<file path="src/rtl/rx_pkg.sv">
// Shared definitions for the NanEye RX word deserializer: framer state
// encoding, serial framing bit values and default frame geometry.
package rx_pkg;

    typedef enum logic [1:0] {
        IDLE  = 2'd0,
        HUNT  = 2'd1,
        SHIFT = 2'd2,
        STOP  = 2'd3
    } rx_state_t;

    localparam logic START_BIT = 1'b1;
    localparam logic STOP_BIT  = 1'b0;

    localparam int DEF_WORD_W  = 10;
    localparam int DEF_COLS    = 250;
    localparam int DEF_ROWS    = 250;
    localparam int DEF_TIMEOUT = 1024;
    localparam int DEF_ERR_W   = 8;

    // Width of an index counting 0..n-1, never narrower than one bit.
    function automatic int idx_w(input int n);
        return (n > 1) ? $clog2(n) : 1;
    endfunction

endpackage

</file>
<file path="src/rtl/rx_word_framer.sv">
// Start/stop word framer: hunts for a start bit, shifts WORD_W data bits
// (MSB first) and validates the stop bit. word_valid/frame_err are strobes
// in the cycle the stop bit is consumed; word is stable while in STOP.
module rx_word_framer
    import rx_pkg::*;
#(
    parameter int WORD_W = DEF_WORD_W
) (
    input  logic              clk,
    input  logic              rst_n,
    input  logic              start,
    input  logic              abort,
    input  logic              bit_in,
    input  logic              bit_en,
    output logic              word_valid,
    output logic [WORD_W-1:0] word,
    output logic              frame_err,
    output logic              in_frame
);

    localparam int CNT_W = idx_w(WORD_W);

    rx_state_t         state;
    rx_state_t         state_nxt;
    logic [WORD_W-1:0] shreg;
    logic [CNT_W-1:0]  bit_cnt;
    logic              last_bit;

    assign last_bit = (bit_cnt == CNT_W'(WORD_W - 1));

    // State register with synchronous active-low reset.
    always_ff @(posedge clk) begin
        // NOTE: sequential state uses non-blocking assignment so every flop
        // samples pre-edge values regardless of block evaluation order.
        if (!rst_n) state <= IDLE;
        else        state <= state_nxt;
    end

    // Next-state logic; a (re)start outranks an abort from the top level.
    always_comb begin
        // NOTE: default first so no path leaves state_nxt unassigned (no latch).
        state_nxt = state;
        if (start) begin
            state_nxt = HUNT;
        end else if (abort) begin
            state_nxt = IDLE;
        end else if (bit_en) begin
            case (state)
                HUNT:    if (bit_in == START_BIT) state_nxt = SHIFT;
                SHIFT:   if (last_bit) state_nxt = STOP;
                STOP:    state_nxt = (bit_in == STOP_BIT) ? HUNT : IDLE;
                default: state_nxt = state;
            endcase
        end
    end

    // Output decode: stop-bit verdict strobes and frame activity.
    always_comb begin
        word_valid = 1'b0;
        frame_err  = 1'b0;
        in_frame   = (state != IDLE);
        word       = shreg;
        if (state == STOP && bit_en) begin
            word_valid = (bit_in == STOP_BIT);
            frame_err  = (bit_in != STOP_BIT);
        end
    end

    // Shift register and bit counter; contents only matter inside SHIFT/STOP.
    always_ff @(posedge clk) begin
        // NOTE: pure datapath, no reset; the FSM never uses it before reloading.
        if (state == HUNT && bit_en && bit_in == START_BIT) begin
            bit_cnt <= '0;
        end else if (state == SHIFT && bit_en) begin
            shreg   <= {shreg[WORD_W-2:0], bit_in};
            bit_cnt <= bit_cnt + CNT_W'(1);
        end
    end

endmodule

</file>
<file path="src/rtl/rx_word_deserializer.sv">
// NanEye RX word deserializer: frames decoded serial bits into pixel words,
// tracks column/row inside a ROWS x COLS frame, and handles timeouts,
// aborted frames, decoder resync requests and a saturating error count.
module rx_word_deserializer
    import rx_pkg::*;
#(
    parameter int WORD_W  = DEF_WORD_W,
    parameter int COLS    = DEF_COLS,
    parameter int ROWS    = DEF_ROWS,
    parameter int TIMEOUT = DEF_TIMEOUT,
    parameter int ERR_W   = DEF_ERR_W
) (
    input  logic                     SCLOCK,
    input  logic                     RESET,
    input  logic                     ENABLE,
    input  logic                     FRAME_START,
    input  logic                     SER_INPUT,
    input  logic                     SER_INPUT_EN,
    output logic [WORD_W-1:0]        PIX_DATA,
    output logic                     PIX_VALID,
    output logic [idx_w(COLS)-1:0]   PIX_COL,
    output logic [idx_w(ROWS)-1:0]   PIX_ROW,
    output logic                     LINE_END,
    output logic                     FRAME_END,
    output logic                     DEC_RSYNC,
    output logic [ERR_W-1:0]         ERR_CNT,
    output logic                     BUSY
);

    localparam int COL_W = idx_w(COLS);
    localparam int ROW_W = idx_w(ROWS);
    localparam int GAP_W = idx_w(TIMEOUT);

    logic              word_valid;
    logic              frame_err;
    logic              in_frame;
    logic [WORD_W-1:0] word;

    logic [COL_W-1:0]  col;
    logic [ROW_W-1:0]  row;
    logic [GAP_W-1:0]  gap_cnt;

    logic start_acc, abort_evt, pix_evt, ferr_evt, timeout_evt;
    logic last_col, last_row, frame_end_evt, err_inc, framer_abort;

    // A restart in the same cycle overrides any other event of that cycle.
    assign start_acc     = ENABLE && FRAME_START;
    assign abort_evt     = start_acc && in_frame;
    assign pix_evt       = ENABLE && word_valid && !start_acc;
    assign ferr_evt      = ENABLE && frame_err && !start_acc;
    assign timeout_evt   = ENABLE && in_frame && !SER_INPUT_EN && !start_acc
                           && (gap_cnt == GAP_W'(TIMEOUT - 1));
    assign last_col      = (col == COL_W'(COLS - 1));
    assign last_row      = (row == ROW_W'(ROWS - 1));
    assign frame_end_evt = pix_evt && last_col && last_row;
    assign err_inc       = abort_evt || ferr_evt || timeout_evt;
    assign framer_abort  = !ENABLE || timeout_evt || frame_end_evt;
    assign BUSY          = in_frame;

    rx_word_framer #(
        .WORD_W (WORD_W)
    ) u_framer (
        .clk        (SCLOCK),
        .rst_n      (RESET),
        .start      (start_acc),
        .abort      (framer_abort),
        .bit_in     (SER_INPUT),
        .bit_en     (SER_INPUT_EN),
        .word_valid (word_valid),
        .word       (word),
        .frame_err  (frame_err),
        .in_frame   (in_frame)
    );

    // Stream gap counter: counts idle cycles while a frame is active.
    always_ff @(posedge SCLOCK) begin
        if (!RESET || !in_frame || SER_INPUT_EN || start_acc) gap_cnt <= '0;
        else                                                   gap_cnt <= gap_cnt + GAP_W'(1);
    end

    // Column/row position, cleared on every accepted frame start.
    always_ff @(posedge SCLOCK) begin
        if (!RESET || start_acc) begin
            col <= '0;
            row <= '0;
        end else if (pix_evt) begin
            if (last_col) begin
                col <= '0;
                row <= last_row ? '0 : row + ROW_W'(1);
            end else begin
                col <= col + COL_W'(1);
            end
        end
    end

    // Registered pixel, status strobes and saturating error counter.
    always_ff @(posedge SCLOCK) begin
        if (!RESET) begin
            PIX_DATA  <= '0;
            PIX_VALID <= 1'b0;
            PIX_COL   <= '0;
            PIX_ROW   <= '0;
            LINE_END  <= 1'b0;
            FRAME_END <= 1'b0;
            DEC_RSYNC <= 1'b0;
            ERR_CNT   <= '0;
        end else begin
            PIX_VALID <= pix_evt;
            LINE_END  <= pix_evt && last_col;
            FRAME_END <= frame_end_evt;
            DEC_RSYNC <= ferr_evt || timeout_evt;
            if (pix_evt) begin
                PIX_DATA <= word;
                PIX_COL  <= col;
                PIX_ROW  <= row;
            end
            if (err_inc && ERR_CNT != '1) ERR_CNT <= ERR_CNT + ERR_W'(1);
        end
    end

endmodule

</file>
<file path="config.mk">
export PLATFORM = sky130hd
export DESIGN_NAME = rx_word_deserializer
export DESIGN_NICKNAME = d
export VERILOG_FILES = /design/src/rtl/rx_pkg.sv /design/src/rtl/rx_word_framer.sv /design/src/rtl/rx_word_deserializer.sv
export SDC_FILE = /design/constraint.sdc
export NUM_CORES = 1
export LEC_CHECK = 0
export CORE_AREA = 10 10 126 128
export DETAILED_ROUTE_END_ITERATION = 10
export DIE_AREA = 0 0 136 138
export HOLD_SLACK_MARGIN = 0.06
export PLACE_DENSITY = 0.47
export SYNTH_ARGS = -nofsm -noshare
export SYNTH_HDL_FRONTEND = slang
export SYNTH_SLANG_ARGS = --single-unit
</file>
<file path="constraint.sdc">
create_clock -name SCLOCK -period 5.3 [get_ports SCLOCK]
set_input_delay 0.53 -clock SCLOCK [delete_from_list [all_inputs] [get_ports SCLOCK]]
set_output_delay 0.53 -clock SCLOCK [all_outputs]
set_load 0.01 [all_outputs]
</file>
* Yosys cells after proc, flatten, opt, wreduce, memory -nomap -nowiden
Index checks and enable logic that the tools add are counted. Widths: inputs -> output; s select.
Cells by class: bitwise operators 3, add/subtract/negate cells 5, equality and inequality tests 12, mux-type cells 11, reductions and logical operators 40
Operators with widths (count):
- $add 8x1->8 const B | 3
- $logic_and 1x1->1 | 17
- $eq 8x8->1 const B | 2
- $mux 8 | 2
- $add 10x1->10 const B | 1
- $eq 10x10->1 const B | 1
- $logic_or 1x1->1 | 9
- $ne 8x8->1 const B | 1
- $reduce_and 4->1 | 2
- $mux 1 | 6
- $pmux 2 s3 | 1
- $reduce_bool 3->1 | 2
- $logic_not 1->1 | 5
- $reduce_bool 5->1 | 1
- $add 4x1->4 const B | 1
- $eq 2x2->1 const B | 2
- $eq 4x4->1 const B | 1
- $mux 2 | 2
- $ne 4x3->1 const B | 1
- $ne 4x4->1 const B | 1
- $reduce_and 2->1 | 2
- $not 1->1 | 3
- $reduce_or 3->1 | 1
- $eq 2x1->1 const B | 1
- other kinds (3) | 3
Storage, ports and cells: flip-flop bits (word level) 80, input bits 6, output and inout bits 39, logic and storage cells 86

* Logic depth before layout (Yosys ltp)
Gate-level depths: netlist of the first run.
word-level depth 10, depth in mapped cells 8, gate-level depth less buffers 7

* Cells and area by module
Synthesis of the first run repeated with hierarchy kept, for this count alone.
Second synthesis, totals: cells, all modules 360, area, all modules 3290.7 sq um
By module, submodules not included:
- rx_word_deserializer | cells each 308, times used 1, area each 2618.8 sq um
- rx_word_framer | cells each 52, times used 1, area each 671.9 sq um

* Least setup slack after synthesis of the first run
No wires, ideal clock.
path kind register to register, from register u_framer.state[0], to register ERR_CNT[3], library setup time 0.074 ns, data arrival time 2.279 ns, slack 2.947 ns, buffers on the path 0, cell stages (with the launch flop) 8, required time 5.226 ns, path through dfxtp_1 > inv_1 > ha_1 > or4b_1 > or4_4 > a21oi_4 > or4b_1 > o21ai_0
On the way: longest elaborated chain between the ends 8, elaborated cells between the ends (all ways) 14, those cells by class eq/ne: 1; mux: 1; reduce/logical: 12
RTL lines:
- from (decl) | line rx_word_framer.sv:23 | rx_state_t state;
- from (signal assigned) | line rx_word_framer.sv:36 | else state <= state_nxt;
- $eq 2x2->1 | line rx_word_framer.sv:63 | if (state == STOP && bit_en) begin
- $logic_and 1x1->1 | line rx_word_framer.sv:63
- $mux 1 | line rx_word_framer.sv:63
- $logic_and 1x1->1 (2 in series) | line rx_word_deserializer.sv:50 | assign ferr_evt = ENABLE && frame_err && !start_acc;
- $logic_or 1x1->1 | line rx_word_deserializer.sv:56 | assign err_inc = abort_evt || ferr_evt || timeout_evt;
- $logic_or 1x1->1 (*) | line rx_word_deserializer.sv:56
- $logic_and 1x1->1 (*) | line rx_word_deserializer.sv:117 | if (err_inc && ERR_CNT != '1) ERR_CNT <= ERR_CNT + ERR_W'(1);
- to (signal assigned) | line rx_word_deserializer.sv:117
- to (decl) | line rx_word_deserializer.sv:26 | output logic [ERR_W-1:0] ERR_CNT,
Every way passes the cells marked *; elsewhere a longest branch is shown, timed or not. A chain may end at the register's enable or synchronous reset.

* Final worst setup path of the first run
from input SER_INPUT_EN, to register ERR_CNT[3]
On the way: longest elaborated chain between the ends 7, elaborated cells between the ends (all ways) 11, those cells by class mux: 1; reduce/logical: 10
RTL lines:
- from (decl) | line rx_word_deserializer.sv:18 | input logic SER_INPUT_EN,
- $logic_and 1x1->1 | line rx_word_framer.sv:63
- $mux 1 | line rx_word_framer.sv:63
- $logic_and 1x1->1 (2 in series) | line rx_word_deserializer.sv:50
- $logic_or 1x1->1 | line rx_word_deserializer.sv:56
- $logic_or 1x1->1 (*) | line rx_word_deserializer.sv:56
- $logic_and 1x1->1 (*) | line rx_word_deserializer.sv:117
Marks and branches as above.

==> flow_summary.toml, run 1 <==
[timing]
holdWs_ns = 0.450
setup_tns_ns = 0
finalHoldViolCount = 0
max-slew-margin-rel_pct = 27.1
worst_pin_slew_ns = 1.09
post-route-period-util_pct = 50.4
setup_violations = 0
max_freq_ghz = 0.375
maxSlewViolCount = 0
min_period_ns = 2.67
finClkSkew_ns = 0.00796
post-route-worst-setup-slack_ns = 2.63
rsz0062_at_grt = "no"

[detailed_routing]
wire_per_inst_um = 12.6
wl_um = 7550
viasPerCell = 4.26
vias = 2554
ant_nets = 0
drtIter0Drc = 136
first_pass_iters = 4
drc = 0

[hold_path]
min_path_type = "reg2reg"

[yosys]
synth_nets = 389
ys_ff_latch = 80
ys_seq_area_share_pct = 51.9
yosysWarnings = 0
yosysTopAreaCell = "dfxtp_1"
synthTopCellsByArea = "dfxtp_1, nand2_1, edfxtp_1"
synth.most_common_cell = "nand2_1"
synthFlopType = "dfxtp_1"
synthesis.instances = 371
async_flop_share_pct = 0
synth_edf_count = 10
synth_area_um2 = 3280
synth_top_area_share_pct = 42.7
syn_avg_cell_area_um2 = 8.84
synth_common_cells = "nand2_1, dfxtp_1, nor2_1, a21oi_1, nand3_1"
yosysUniqueCellTypes = 36

[final_layout]
post-route-util_pct = 31.1
drive_gt1_share_pct = 4.53
n_antenna_cell = 0
syn_to_final_growth_pct = 28.3
final.fill_count = 1386
nets = 432

[power]
power.density_nw_per_um2 = 305
fin_total_pwr_mw = 1.28
p_leak_nw = 1.43
ir_worst_vdd_uv = 127

[cts]
cts_sinks = 80
h-tree-depth = 3
postCtsSetupBuffers = 0
clk_pin_slew_ns = 0.06
cts-root-buf = "clkbuf_16"
clock_path_buffers = 2
cts_resized = 0
cts_tree = "built"
cts_made_buffers = 9
cts_hold_buffers = 0
clock_latency_ns = 0.33

[worst_setup_path]
path_cells = "clkdlybuf4s50_1 > or4b_1 > or4_4 > a21oi_4 > or4b_1 > o21ai_0"
crit_path_frequent_cell = "or4b_1"
crit_path_max_incr_delay_ns = 0.55
crit_fanout = 10
crit_family = "simple AND/OR/NAND/NOR gates"
slowest_stage = "or4b_1"
crit_path_end_kind = "flop"
worst-path-buf-inv = 1
arrival_ns = 2.93
path_class = "in2reg"
required_ns = 5.56
critPathLaunchType = "input pin"

[floorplan]
rows = 43
design.core.area_um2 = 13500
start_util_pct = 24.3
chipHeight_um = 138
io-pin-count = 45
die-area_um2 = 18800
die_width_um = 136

[placed_design]
place.port_buffers = 44
dpl.hpwl_um = 5420
pre_cts_ws_ns = 2.29
place_congestion = 0.799

[global_routing]
antenna_found_initial = 0
grt_pass1_vias = 2488
grt_overflow_total = 0
grt_max_degree = 36
gr-usage-all-layers_pct = 8.10
grt_pass1_wl_um = 12400

[job]
maxCapViolCount = 0

[run_status]
outcome = "finished clean"
-- power by group --
part / internal, mW / total [mW] / switching [mW]
registers: 0.618 / 0.623 / 0.00555
logic: 0.0148 / 0.0389 / 0.0242
clock network: 0.369 / 0.620 / 0.251
-- worst paths after layout --
kind / cells after the start / start / endpoint / slack, ns
setup reg to reg: 7 / u_framer.state[0] / ERR_CNT[3] / 2.69
setup / recovery: 6 / SER_INPUT_EN / ERR_CNT[3] / 2.63
hold reg to reg: 0 / u_framer.word[2] / u_framer.word[3] / 0.45
hold / removal: 0 / u_framer.word[2] / u_framer.word[3] / 0.45
-- sequential cells by signal (all words and copies together), names as in the netlist --
signal / count
LINE_END: 1
ERR_CNT: 8
u_framer.state: 2
gap_cnt: 10
PIX_ROW: 8
row: 8
DEC_RSYNC: 1
col: 8
PIX_VALID: 1
u_framer.word: 10
PIX_DATA: 10
PIX_COL: 8
u_framer.bit_cnt: 4
FRAME_END: 1
-- layer usage --
metal	GRT usage, %	routed length, µm
met5	0	0
met3	3.37	499
met4	3.37	74
met1	10.3	3650
met2	11.7	3330
-- stage by stage --
stage          instances  instance area [µm²]
3_5_place_dp         583                 3900
3_3_place_gp         583                 3900
5_1_grt              599                 4210
4_1_cts              599                 4210
2_1_floorplan        371                 3280
6_report             599                 4210
-- kinds of logic after synthesis --
kind of cell / Yosys count / share of synthesized area, %
multiplexers: 4 / 1.22
adder cells (fa/ha/maj): 12 / 4.58
XOR/XNOR: 21 / 5.61
buffers and inverters: 26 / 2.98
AO/OA/AOI/OAI: 50 / 8.81
AND/OR/NAND/NOR: 178 / 24.9
flip-flops: 80 / 51.9
-- area by class of cell --
class | count | area, µm² | share of cell area (%)
clock inverter | 7 | 77.6 | 1.84
inverter | 13 | 48.8 | 1.16
clock buffer | 9 | 225 | 5.35
multi-input combinational | 265 | 1480 | 35.2
tap | 180 | 225 | 5.35
timing repair buffer | 45 | 448 | 10.6
sequential | 80 | 1700 | 40.5
-- cells in the final DEF, fill, tap and decap left out, types with 2 or more instances in the layout --
cell type / netlist / final
nand2_1: 86 / 86
dfxtp_1: 70 / 70
clkdlybuf4s50_1: 0 / 44
nor2_1: 35 / 35
a21oi_1: 32 / 32
nand3_1: 13 / 13
inv_1: 12 / 12
ha_1: 12 / 12
nand4_1: 11 / 11
xor2_1: 11 / 11
xnor2_1: 10 / 10
edfxtp_1: 10 / 10
clkbuf_16: 0 / 9
o21ai_0: 7 / 7
and3_1: 6 / 6
nor3_1: 6 / 6
a211oi_1: 4 / 4
mux2i_1: 4 / 4
or3_1: 3 / 3
o31ai_1: 3 / 3
nand2b_1: 3 / 3
and4_1: 2 / 2
and2_1: 2 / 2
nor3b_1: 2 / 2
or4b_1: 2 / 2
nor2b_1: 2 / 2
clkinv_4: 0 / 2
inv_6: 0 / 2
-- worst reg2reg max path: stages (launching register included) --
cell and delay (ns):
dfxtp_1 0.39, inv_1 0.09, ha_1 0.27, or4b_1 0.48, or4_4 0.48, a21oi_4 0.29
or4b_1 0.47, o21ai_0 0.08
Power figures use the tool's default switching activity.
==> run 2: changes to the inputs <==
--- a/config.mk
+++ b/config.mk
@@ -9,7 +9,7 @@
 export DETAILED_ROUTE_END_ITERATION = 10
 export DIE_AREA = 0 0 136 138
 export HOLD_SLACK_MARGIN = 0.06
-export PLACE_DENSITY = 0.47
+export PLACE_DENSITY = 0.49
 export SYNTH_ARGS = -nofsm -noshare
 export SYNTH_HDL_FRONTEND = slang
 export SYNTH_SLANG_ARGS = --single-unit
==> constraint.sdc (replaced) <==
create_clock -name SCLOCK -period 2.34 [get_ports SCLOCK]
set_input_delay 0.234 -clock SCLOCK [delete_from_list [all_inputs] [get_ports SCLOCK]]
set_output_delay 0.234 -clock SCLOCK [all_outputs]
set_load 0.01 [all_outputs]
==> flow_summary.toml, run 2 (synthesis gave the netlist of run 1 again) <==
[hold_path]
min_path_type = "reg2reg"

[job]
maxCapViolCount = 0

[detailed_routing]
drtIter0Drc = 157
ant_nets = 0
wire_per_inst_um = 12.8
drc = 0
first_pass_iters = 4
wl_um = 7880
viasPerCell = 4.25
vias = 2616

[timing]
finalHoldViolCount = 0
worst_pin_slew_ns = 0.399
max-slew-margin-rel_pct = 73.3
maxSlewViolCount = 0
post-route-period-util_pct = 94.7
finClkSkew_ns = 0.00700
rsz0062_at_grt = "no"
min_period_ns = 2.22
setup_violations = 0
max_freq_ghz = 0.451

[worst_setup_path]
crit_path_end_kind = "flop"
path_class = "reg2reg"
required_ns = 2.61
crit_fanout = 3
critPathLaunchType = "flop"
arrival_ns = 2.49

[cts]
clk_pin_slew_ns = 0.06
cts_sinks = 80
cts_made_buffers = 9
h-tree-depth = 3
cts_tree = "built"
cts-root-buf = "clkbuf_16"
clock_path_buffers = 2
clock_latency_ns = 0.33

[final_layout]
final.fill_count = 1421
n_antenna_cell = 0
drive_gt1_share_pct = 9.17
regArea_um2 = 1700
final_cell_mix = "nand2_1, dfxtp_1, clkdlybuf4s50_1"
layout_commonest_cell = "nand2_1"
multiInputGateArea_um2 = 1500
post-route-util_pct = 32.2
syn_to_final_growth_pct = 32.4
nets = 449

[floorplan]
design.core.area_um2 = 13500
rows = 43
die-area_um2 = 18800
io-pin-count = 45
die_width_um = 136
start_util_pct = 24.3
chipHeight_um = 138

[global_routing]
gr-usage-all-layers_pct = 8.79
grt_max_degree = 34
antenna_found_initial = 0
grt_overflow_total = 0
grt_pass1_wl_um = 13200
grt_pass1_vias = 2633

[run_status]
outcome = "finished clean"

[power]
power.density_nw_per_um2 = 665
fin_total_pwr_mw = 2.89
combPwrFrac_pct = 3.6
swShare_pct = 21.4
p_int_mw = 2.27
switching_power_mw = 0.617
p_leak_nw = 1.51
ir_worst_vdd_uv = 400
p_seq_share_pct = 48.9
pwr-share-clk_pct = 47.5

[placed_design]
place.port_buffers = 44
dpl.hpwl_um = 5850
place_congestion = 0.773
run 2: worst paths after layout:
check,endpoint,cells past startpoint,from,slack (ns)
hold reg to reg,gap_cnt[0],1,gap_cnt[0],0.45
hold / removal,gap_cnt[0],1,gap_cnt[0],0.45
setup reg to reg,ERR_CNT[3],7,u_framer.state[0],0.12
setup / recovery,ERR_CNT[3],7,u_framer.state[0],0.12
run 2: metal layers:
layer	up-vias	track usage, %	wire length (µm)
li1	1372	-	-
met1	1196	11.0	3790
met2	37	13.3	3610
met3	11	2.61	320
met4	0	4.32	156
met5	-	0	0
run 2: what timing repair did:
action | 4_1_cts | 5_1_grt
hold buffers | 0 | 0
endpoints found under the setup margin | 0 | 2
gates resized for setup | 0 | 1
buffers inserted | 0 | 0
endpoints found under the hold margin | 0 | 0
run 2: area by class of cell:
cell class                      count  share of cell area, %
Sequential cell                    80                   39.3
Clock inverter                      5                   1.33
Multi-Input combinational cell    265                   34.5
Clock buffer                       11                   5.36
Inverter                           13                   1.12
Timing Repair Buffer               62                   13.3
Tap cell                          180                   5.19
run 2: power by group through the flow:
stage               Clock, mW  Combinational (mW)  Sequential [mW]
detailed placement          0               0.106             1.44
CTS                      1.42               0.106             1.41
global route             1.47               0.119             1.41
floorplan                   0              0.0558             1.44
finish                   1.37               0.105             1.41
global placement            0               0.103             1.44
run 2: worst max-delay path, stage by stage (launching register included):
cell and delay [ns]:
dfxtp_2 0.34, inv_2 0.05, ha_4 0.14, or4b_1 0.48
or4_4 0.46, a21oi_4 0.17, or4b_1 0.44, o21ai_1 0.08
run 2: per-stage QoR:
step                      worst slack [ns]  setup TNS (ns)  instances  hold WS, ns  cell area (µm²)
after floorplan                   0.000480               0        371        0.333             3290
after global placement              -0.131          -0.378        600        0.428             4050
after detailed placement            -0.179          -0.659        600        0.439             4050
after CTS                           0.0265               0        616        0.455             4340
after global routing                0.0497               0        616        0.470             4340
final                                0.123               0        616        0.449             4340
==> run 3: changes to the inputs <==
--- a/config.mk
+++ b/config.mk
@@ -9,7 +9,7 @@
 export DETAILED_ROUTE_END_ITERATION = 10
 export DIE_AREA = 0 0 136 138
 export HOLD_SLACK_MARGIN = 0.06
-export PLACE_DENSITY = 0.49
+export PLACE_DENSITY = 0.5
 export SYNTH_ARGS = -nofsm -noshare
 export SYNTH_HDL_FRONTEND = slang
 export SYNTH_SLANG_ARGS = --single-unit
==> flow_summary.toml, run 3 (synthesis gave the netlist of run 1 again) <==
[hold_path]
min_path_type = "reg2reg"
whs_endpoint = "u_framer.word[3]"
min_from = "u_framer.word[2]"
min_path_cells = 0

[timing]
post-route-period-util_pct = 94.4
worst_pin_slew_ns = 0.421
finalHoldViolCount = 0
holdWs_ns = 0.453
min_period_ns = 2.21
rsz0062_at_grt = "no"
setup_violations = 0
post-route-worst-setup-slack_ns = 0.132
maxSlewViolCount = 0
finClkSkew_ns = 0.00802
max-slew-margin-rel_pct = 71.9
max_freq_ghz = 0.453

[power]
swShare_pct = 20.4
power.density_nw_per_um2 = 702
p_int_mw = 2.45
fin_total_pwr_mw = 3.08
pwr-share-clk_pct = 50.8
combPwrFrac_pct = 3.4
switching_power_mw = 0.626
p_seq_share_pct = 45.9
p_leak_nw = 1.53
ir_worst_vdd_uv = 306

[worst_setup_path]
path_cells = "inv_2 > ha_4 > or4b_1 > or4_4 > a21oi_4 > or4b_1 > o21ai_1"
worst-path-buf-inv = 1
r2r_start = "u_framer.state[1]"
arrival_ns = 2.47
crit_path_max_incr_delay_ns = 0.47
worstRegToRegCells = 7
slowest_stage = "or4b_1"
path_class = "reg2reg"
crit_family = "simple AND/OR/NAND/NOR gates"
crit_path_frequent_cell = "or4b_1"
crit_fanout = 3
critPathLaunchType = "flop"
required_ns = 2.60
rrSetupSlack_ns = 0.13
reg2reg_to = "ERR_CNT[3]"
crit_path_end_kind = "flop"

[final_layout]
final.fill_count = 1373
final_cell_mix = "nand2_1, dfxtp_1, clkdlybuf4s50_1"
n_antenna_cell = 0
post-route-util_pct = 32.4
nets = 448
drive_gt1_share_pct = 9.20
stdcell_count = 615
layout_commonest_cell = "nand2_1"
syn_to_final_growth_pct = 33.6

[global_routing]
grt_pass1_wl_um = 13100
grt_max_degree = 34
antenna_found_initial = 0
gr-usage-all-layers_pct = 8.55
grt_overflow_total = 0
grt_pass1_vias = 2670

[detailed_routing]
ant_nets = 0
wl_um = 7770
drc = 0
vias = 2700
wire_per_inst_um = 12.6
viasPerCell = 4.39
first_pass_iters = 4
drtIter0Drc = 149

[placed_design]
place.port_buffers = 44
dpl.hpwl_um = 5700
post-place-cells = 599
place_congestion = 0.852
pre_cts_ws_ns = -0.186

[cts]
cts_tree = "built"
h-tree-depth = 3
clk_pin_slew_ns = 0.06
cts-root-buf = "clkbuf_16"
postCtsSetupBuffers = 0
clock_latency_ns = 0.33
cts_sinks = 80
cts_made_buffers = 9
cts_hold_buffers = 0
clock_path_buffers = 2

[floorplan]
io-pin-count = 45
die-area_um2 = 18800
chipHeight_um = 138
design.core.area_um2 = 13500
rows = 43
die_width_um = 136
start_util_pct = 24.3

[run_status]
outcome = "finished clean"

[job]
maxCapViolCount = 0
==> run 3: worst max-delay path by stage <==
stage	from	to	slack (ns)	cells past startpoint
global placement	SER_INPUT_EN	ERR_CNT[6]	-0.15	7
floorplan	u_framer.state[1]	ERR_CNT[3]	0.0005	7
global route	u_framer.state[1]	ERR_CNT[3]	0.03	7
finish	u_framer.state[1]	ERR_CNT[3]	0.13	7
detailed placement	FRAME_START	ERR_CNT[6]	-0.19	7
CTS	u_framer.state[1]	ERR_CNT[3]	0.06	7
==> run 3: layout make-up <==
class                           count  area, µm²  area share [%]
Sequential cell                    80       1700            38.9
Clock inverter                      5       83.8            1.91
Inverter                           13       48.8            1.11
Timing Repair Buffer               61        568            13.0
Tap cell                          180        225            5.14
Clock buffer                       11        254            5.80
Multi-Input combinational cell    265       1500            34.2
==> run 3: metal layers <==
metal,part of all wire [%],up-vias,routed length [µm],track usage [%]
met1,49,1265,3770,10.8
met3,4.6,12,361,2.28
met5,0,-,0,0
met2,45,54,3460,13.1
li1,-,1369,-,-
met4,2.3,0,175,4.09
==> run 3: what timing repair did <==
item / in CTS / in global routing
pin swaps: 0 / 1
setup endpoints to repair: 1 / 4
resized for setup: 1 / 0
cloned: 0 / 0
==> run 3: power groups by stage <==
stage               logic, mW  registers, mW  clock network, mW
finish                  0.103           1.41               1.56
global placement        0.102           1.44                  0
floorplan              0.0558           1.44                  0
detailed placement      0.104           1.44                  0
global route            0.117           1.41               1.67
CTS                     0.105           1.41               1.62
==> run 3: through the flow <==
step,TNS [ns],area (µm²)
2_1_floorplan,0,3290
3_3_place_gp,-0.374,4040
3_5_place_dp,-0.508,4040
4_1_cts,0,4380
5_1_grt,0,4380
6_report,0,4380
